===== config.mk =====
export PLATFORM = sky130hd
export DESIGN_NAME = spi_bus_arbiter
export DESIGN_NICKNAME = d
export VERILOG_FILES = /design/src/rtl/spi_arb_pkg.sv /design/src/rtl/rr_pick.sv /design/src/rtl/spi_bus_arbiter.sv
export SDC_FILE = /design/constraint.sdc
export NUM_CORES = 1
export LEC_CHECK = 0
export ABC_AREA = 0
export CORE_MARGIN = 1
export CORE_UTILIZATION = 34
export DETAILED_ROUTE_END_ITERATION = 8
export GPL_TIMING_DRIVEN = 0
export PLACE_DENSITY_LB_ADDON = 0.12
export SETUP_SLACK_MARGIN = 0.15
export SYNTH_ARGS = -nofsm -noshare
export SYNTH_HDL_FRONTEND = slang
export SYNTH_SLANG_ARGS = --single-unit

===== constraint.sdc =====
create_clock -name Clock -period 1 [get_ports Clock]
set_input_delay 0.25 -clock Clock [delete_from_list [all_inputs] [get_ports Clock]]
set_output_delay 0.25 -clock Clock [all_outputs]
set_load 0.01 [all_outputs]

===== src/rtl/spi_arb_pkg.sv =====
// spi_arb_pkg
// Shared definitions for the Pmod SPI bus arbiter: FSM state encoding and
// default values for the guard interval and idle SCLK level.
package spi_arb_pkg;

    typedef enum logic [1:0] {
        ST_IDLE  = 2'd0,
        ST_GRANT = 2'd1,
        ST_GUARD = 2'd2
    } arb_state_t;

    localparam int   GUARD_DEFAULT     = 4;
    localparam logic IDLE_SCLK_DEFAULT = 1'b0;

endpackage


===== src/rtl/rr_pick.sv =====
// rr_pick
// Combinational round-robin picker. Searches the request vector upward from
// the pointer, wrapping modulo NREQ, and returns the first set bit.
// Ports:
//   req    in   NREQ  eligible requests
//   ptr    in   PW    index searched first
//   winner out  NREQ  one-hot winner (0 when nothing requested)
//   valid  out  1     a winner exists
module rr_pick #(
    parameter int NREQ = 2,
    parameter int PW   = 1
) (
    input  logic [NREQ-1:0] req,
    input  logic [PW-1:0]   ptr,
    output logic [NREQ-1:0] winner,
    output logic            valid
);

    int idx;

    always_comb begin
        winner = '0;
        valid  = 1'b0;
        idx    = 0;
        for (int i = 0; i < NREQ; i++) begin
            idx = int'(ptr) + i;
            if (idx >= NREQ) begin
                idx = idx - NREQ;
            end
            if (!valid && req[idx]) begin
                winner[idx] = 1'b1;
                valid       = 1'b1;
            end
        end
    end

endmodule


===== src/rtl/spi_bus_arbiter.sv =====
// spi_bus_arbiter
// Shares one Pmod SPI bus between NREQ masters with round-robin priority and
// a guard interval between owners. The granted master's SCLK/MOSI/CS pass
// straight through from the registered grant; every other CS is held high.
// Optional feature (macro SPI_ARB_TIMEOUT_EN): watchdog that revokes a grant
// after MAX_HOLD cycles, pulses timeout and locks the master out until it
// drops req.
// Ports:
//   Clock, Reset      clock, async active-low reset
//   req[NREQ]         per-master bus request (level)
//   grant[NREQ]       one-hot registered grant
//   sclk_in/mosi_in/cs_in[NREQ]  per-master SPI signals
//   MISO              shared bus MISO pin
//   miso_out[NREQ]    MISO routed to the granted master only
//   SCLK, MOSI, CS[NREQ]  bus pins
//   busy              state is GRANT or GUARD
//   timeout           one-cycle pulse on watchdog revoke
//
// state    | meaning
// ST_IDLE  | no owner, arbitrating each cycle
// ST_GRANT | grant registered, pass-through active
// ST_GUARD | bus idle for GUARD cycles before next arbitration
module spi_bus_arbiter
    import spi_arb_pkg::*;
#(
    parameter int   NREQ      = 2,
    parameter int   GUARD     = GUARD_DEFAULT,
    parameter logic IDLE_SCLK = IDLE_SCLK_DEFAULT,
    parameter int   MAX_HOLD  = 65535
) (
    input  logic            Clock,
    input  logic            Reset,
    input  logic [NREQ-1:0] req,
    output logic [NREQ-1:0] grant,
    input  logic [NREQ-1:0] sclk_in,
    input  logic [NREQ-1:0] mosi_in,
    input  logic [NREQ-1:0] cs_in,
    input  logic            MISO,
    output logic [NREQ-1:0] miso_out,
    output logic            SCLK,
    output logic            MOSI,
    output logic [NREQ-1:0] CS,
    output logic            busy,
    output logic            timeout
);

    localparam int PW = (NREQ > 1) ? $clog2(NREQ) : 1;
    localparam int GW = (GUARD > 1) ? $clog2(GUARD) : 1;

    arb_state_t      state_q, state_d;
    logic [NREQ-1:0] grant_q, grant_d;
    logic [PW-1:0]   ptr_q, ptr_d, ptr_nxt;
    logic [GW-1:0]   gcnt_q, gcnt_d;
    logic            busy_q, busy_d;
    logic [NREQ-1:0] req_elig;
    logic [NREQ-1:0] pick_winner;
    logic            pick_valid;

`ifdef SPI_ARB_TIMEOUT_EN
    localparam int HW = (MAX_HOLD > 1) ? $clog2(MAX_HOLD) : 1;
    logic [HW-1:0]   hold_q, hold_d;
    logic [NREQ-1:0] lockout_q, lockout_d;
    logic            timeout_q, timeout_d;

    assign req_elig = req & ~lockout_q;
    assign timeout  = timeout_q;
`else
    assign req_elig = req;
    assign timeout  = 1'b0;
`endif

    rr_pick #(
        .NREQ (NREQ),
        .PW   (PW)
    ) u_pick (
        .req    (req_elig),
        .ptr    (ptr_q),
        .winner (pick_winner),
        .valid  (pick_valid)
    );

    // Pointer moves to just past the winner so it loses the next tie.
    always_comb begin
        ptr_nxt = '0;
        for (int i = 0; i < NREQ; i++) begin
            if (pick_winner[i]) begin
                ptr_nxt = (i == NREQ - 1) ? '0 : PW'(i + 1);
            end
        end
    end

    always_comb begin
        state_d = state_q;
        grant_d = grant_q;
        ptr_d   = ptr_q;
        gcnt_d  = gcnt_q;
`ifdef SPI_ARB_TIMEOUT_EN
        hold_d    = hold_q;
        timeout_d = 1'b0;
        // A lockout holds only while the master keeps requesting.
        lockout_d = lockout_q & req;
`endif
        case (state_q)
            ST_IDLE: begin
                if (pick_valid) begin
                    grant_d = pick_winner;
                    ptr_d   = ptr_nxt;
                    state_d = ST_GRANT;
`ifdef SPI_ARB_TIMEOUT_EN
                    hold_d  = '0;
`endif
                end
            end
            ST_GRANT: begin
                if (~|(req & grant_q)) begin
                    grant_d = '0;
                    gcnt_d  = GW'(GUARD - 1);
                    state_d = ST_GUARD;
                end
`ifdef SPI_ARB_TIMEOUT_EN
                else if (hold_q == HW'(MAX_HOLD - 1)) begin
                    grant_d   = '0;
                    gcnt_d    = GW'(GUARD - 1);
                    state_d   = ST_GUARD;
                    timeout_d = 1'b1;
                    lockout_d = lockout_d | grant_q;
                end else begin
                    hold_d = hold_q + 1'b1;
                end
`endif
            end
            ST_GUARD: begin
                if (gcnt_q == '0) begin
                    state_d = ST_IDLE;
                end else begin
                    gcnt_d = gcnt_q - 1'b1;
                end
            end
            default: begin
                state_d = ST_IDLE;
                grant_d = '0;
            end
        endcase
        busy_d = (state_d != ST_IDLE);
    end

    always_ff @(posedge Clock or negedge Reset) begin
        if (!Reset) begin
            state_q <= ST_IDLE;
            grant_q <= '0;
            ptr_q   <= '0;
            gcnt_q  <= '0;
            busy_q  <= 1'b0;
`ifdef SPI_ARB_TIMEOUT_EN
            hold_q    <= '0;
            lockout_q <= '0;
            timeout_q <= 1'b0;
`endif
        end else begin
            state_q <= state_d;
            grant_q <= grant_d;
            ptr_q   <= ptr_d;
            gcnt_q  <= gcnt_d;
            busy_q  <= busy_d;
`ifdef SPI_ARB_TIMEOUT_EN
            hold_q    <= hold_d;
            lockout_q <= lockout_d;
            timeout_q <= timeout_d;
`endif
        end
    end

    // Pass-through is gated by the registered grant: no owner means idle bus.
    assign grant    = grant_q;
    assign busy     = busy_q;
    assign SCLK     = (|grant_q) ? |(sclk_in & grant_q) : IDLE_SCLK;
    assign MOSI     = |(mosi_in & grant_q);
    assign CS       = cs_in | ~grant_q;
    assign miso_out = grant_q & {NREQ{MISO}};

endmodule


==> impl_metrics.csv <==
group,metric,value,unit
status,outcome,"complete, but fails checks",
status,violations,"setup timing",
detailed_routing,drc_errors,0,
setup_path,cp_top_family,"flip-flops",
finish,area_growth,74.5,%
power_and_ir_drop,p_leak,0.000362,uW
setup_path,path_max_fanout,5,
setup_path,crit_type,"flop to output pin",
clock_network,cts_hold_buf,0,
sta,setup_ws,-272,ps
worst_hold_path,holdCritPathClass,"input port to asynchronous set/reset pin",
sta,hold_viol,0,
sta,fin_crit_sh,127,%
setup_path,cp_slowest_cell,"dfrtp_2",
finish,final_layout_size_suffix_gt1_share,46.8,%
placed_design,placed_area,684,um^2
detailed_routing,drt.antenna.violating_nets,0,
clock_network,cts_tree,"built",
grt,grt_max_degree,11,
grt,grt_use_total,16.5,%
die,dieArea,1490,um^2
setup_path,r2r_setup_slack,-180,ps
clock_network,clk_pin_slew,60,ps
finish,n_antenna_cell,0,
setup_path,end_kind,"output pin",
die,start_util,38.9,%
setup_path,critPathBufInv,1,
clock_network,cts-root-buf,"clkbuf_4",
setup_path,arrival,1020,ps
synth,seq_area_frac_synth,44.0,%
detailed_routing,drt_wl_total,1110,um
grt,grt_pass1_wl,1700,um
power_and_ir_drop,peakVddDrop,0.00168,V
grt,grt-ovfl-total,0,
synth,ys_types,26,
finish,finalCoreUtilization,67.8,%
setup_path,path_cells,"a22o_1 -> buf_2",
clock_network,cts.sinks,8,
setup_path,critPathRequiredTime,750,ps
die,fp.dieH,38.6,um
detailed_routing,first_pass_iters,4,
sta,fin_crit,1270,ps
clock_network,numCtsBuffers,3,
placed_design,dp_hpwl,746,um
synth,syn_nets,57,
clock_network,cts_buffer_depth,2,
sta,fmax,0.786,GHz
synth,synth_seq_cells,8,
die,pin_count,21,
run,cap_violations,0,
synth,avgSynthCellArea,10.1,um^2
detailed_routing,wire_per_inst,12.2,um
sta,tns,-2420,ps
synth,syn_inst,45,
detailed_routing,num_vias,465,
grt,antenna_found_initial,0,
clock_network,worstSkewPairLatency,250,ps
finish,fill_cells,98,
die,rows,12,
synth,synthesis.area,455,um^2
sta,skew,9.47,ps
clock_network,h-tree-depth,1,
detailed_routing,viasPerCell,5.11,
power_and_ir_drop,finalPower,2410,uW
synth,synth_warnings,0,
sta,rsz0062_at_grt,"yes",
grt,grt_pass1_vias,407,
power_and_ir_drop,pwr_density_cell,3030,nW/um^2
sta,final-setup-viol-count,14,
placed_design,globalplace.congestion,0.689,
placed_design,port_buffers,19,
finish,nNetsFinal,90,
setup_path,start_kind,"flop",
finish,final_area,795,um^2
die,core,1170,um^2
sta,final_max_slew_viol_count,0,
setup_path,cp_slowest_stage_delay,430,ps
die,die_x,38.6,um
detailed_routing,drt-initial-drc-count,11,
report_power, final:
group / internal, uW / switching, uW / total, uW
combinational: 836 / 623 / 1460
sequential: 496 / 190 / 686
clock: 153 / 109 / 261
through the flow:
stage / setup slack, ps / instances / hold slack (ps)
floorplan: -45.8 / 45 / -45.6
global placement: -619 / 78 / 490
detailed placement: -659 / 78 / 504
CTS: -281 / 87 / 284
global route: -301 / 91 / 306
finish: -272 / 91 / 282
area by class of cell:
type | instances | area [um^2] | share of cell area (%)
multi-input cells | 33 | 289 | 36.4
repair buffers | 28 | 231 | 29.1
flip-flops and latches | 8 | 204 | 25.7
clock buffers | 4 | 26.3 | 3.31
plain buffers | 2 | 18.8 | 2.36
well taps | 14 | 17.5 | 2.20
inverters | 2 | 7.51 | 0.945
metal layers:
layer / global-route usage [%] / wire, um / part of all wire [%] / vias to the layer above
li1: - / - / - / 236
met2: 27.9 / 572 / 52 / 13
met5: 0 / 0 / 0 / -
met3: 4.05 / 63 / 5.7 / 2
met1: 20.5 / 467 / 42 / 214
met4: 5.17 / 6 / 0.54 / 0
sequential cells by signal (all words and copies together), names as in the netlist:
signal   count
gcnt_q       2
state_q      2
busy         1
grant        2
ptr_q        1
kinds of logic (layout without fill, tap and decap cells):
group	count (synthesis)	in the layout	share of synthesized area (%)
other	1	1	0.823
buffers and inverters	4	36	4.40
adder cells (fa/ha/maj)	1	1	2.75
flip-flops	8	8	44.0
AO/OA/AOI/OAI	16	16	29.9
AND/OR/NAND/NOR	14	14	15.9
multiplexers	1	1	2.20
synth_stat cells:
master | count | area share (%)
dfrtp_1 | 8 | 44
nand2_1 | 4 | 3.3
nand2b_1 | 4 | 5.5
a22o_1 | 2 | 3.8
a32o_1 | 2 | 4.4
and2_1 | 2 | 2.7
inv_1 | 2 | 1.6
nor2_1 | 2 | 1.6
o21ai_0 | 2 | 2.2
a211oi_1 | 1 | 1.6
a21oi_1 | 1 | 1.1
a221oi_2 | 1 | 3.3
a22oi_2 | 1 | 2.7
a31oi_1 | 1 | 1.4
buf_2 | 1 | 1.1
buf_4 | 1 | 1.6
conb_1 | 1 | 0.82
ha_1 | 1 | 2.7
mux2i_1 | 1 | 2.2
nor3_1 | 1 | 1.1
o21ai_1 | 1 | 1.1
o21ba_1 | 1 | 2.2
o22ai_1 | 1 | 1.4
o22ai_2 | 1 | 2.7
o311ai_1 | 1 | 1.9
or2b_1 | 1 | 1.6
cell usage in the layout (no fill, tap or decap), types with 3 or more instances in the layout:
cell type,Yosys,final
nand2_1,4,4
dlygate4sd2_1,0,4
o21ai_1,1,3
buf_4,1,7
clkdlybuf4s50_1,0,6
buf_2,1,6
nand2b_1,4,3
buf_6,0,6
dfrtp_2,0,3
clkbuf_4,0,3
dfrtp_1,8,5
timing repair:
item                       CTS  global route
setup endpoints to repair   17            17
resized for setup           48             6
cloned                       0             0
pin swaps                    7             7
setup buffers                5             4
worst paths after layout:
kind,start,end,cells after the start
worst min-delay path,Reset,grant[0],1
worst min register to register,ptr_q,ptr_q,1
worst max register to register,grant[0],grant[0],4
max in group asynchronous,Reset,state_q[1],1
min in group Clock,ptr_q,ptr_q,1
worst max-delay path,grant[0],SCLK,2
Power figures use the tool's default switching activity.
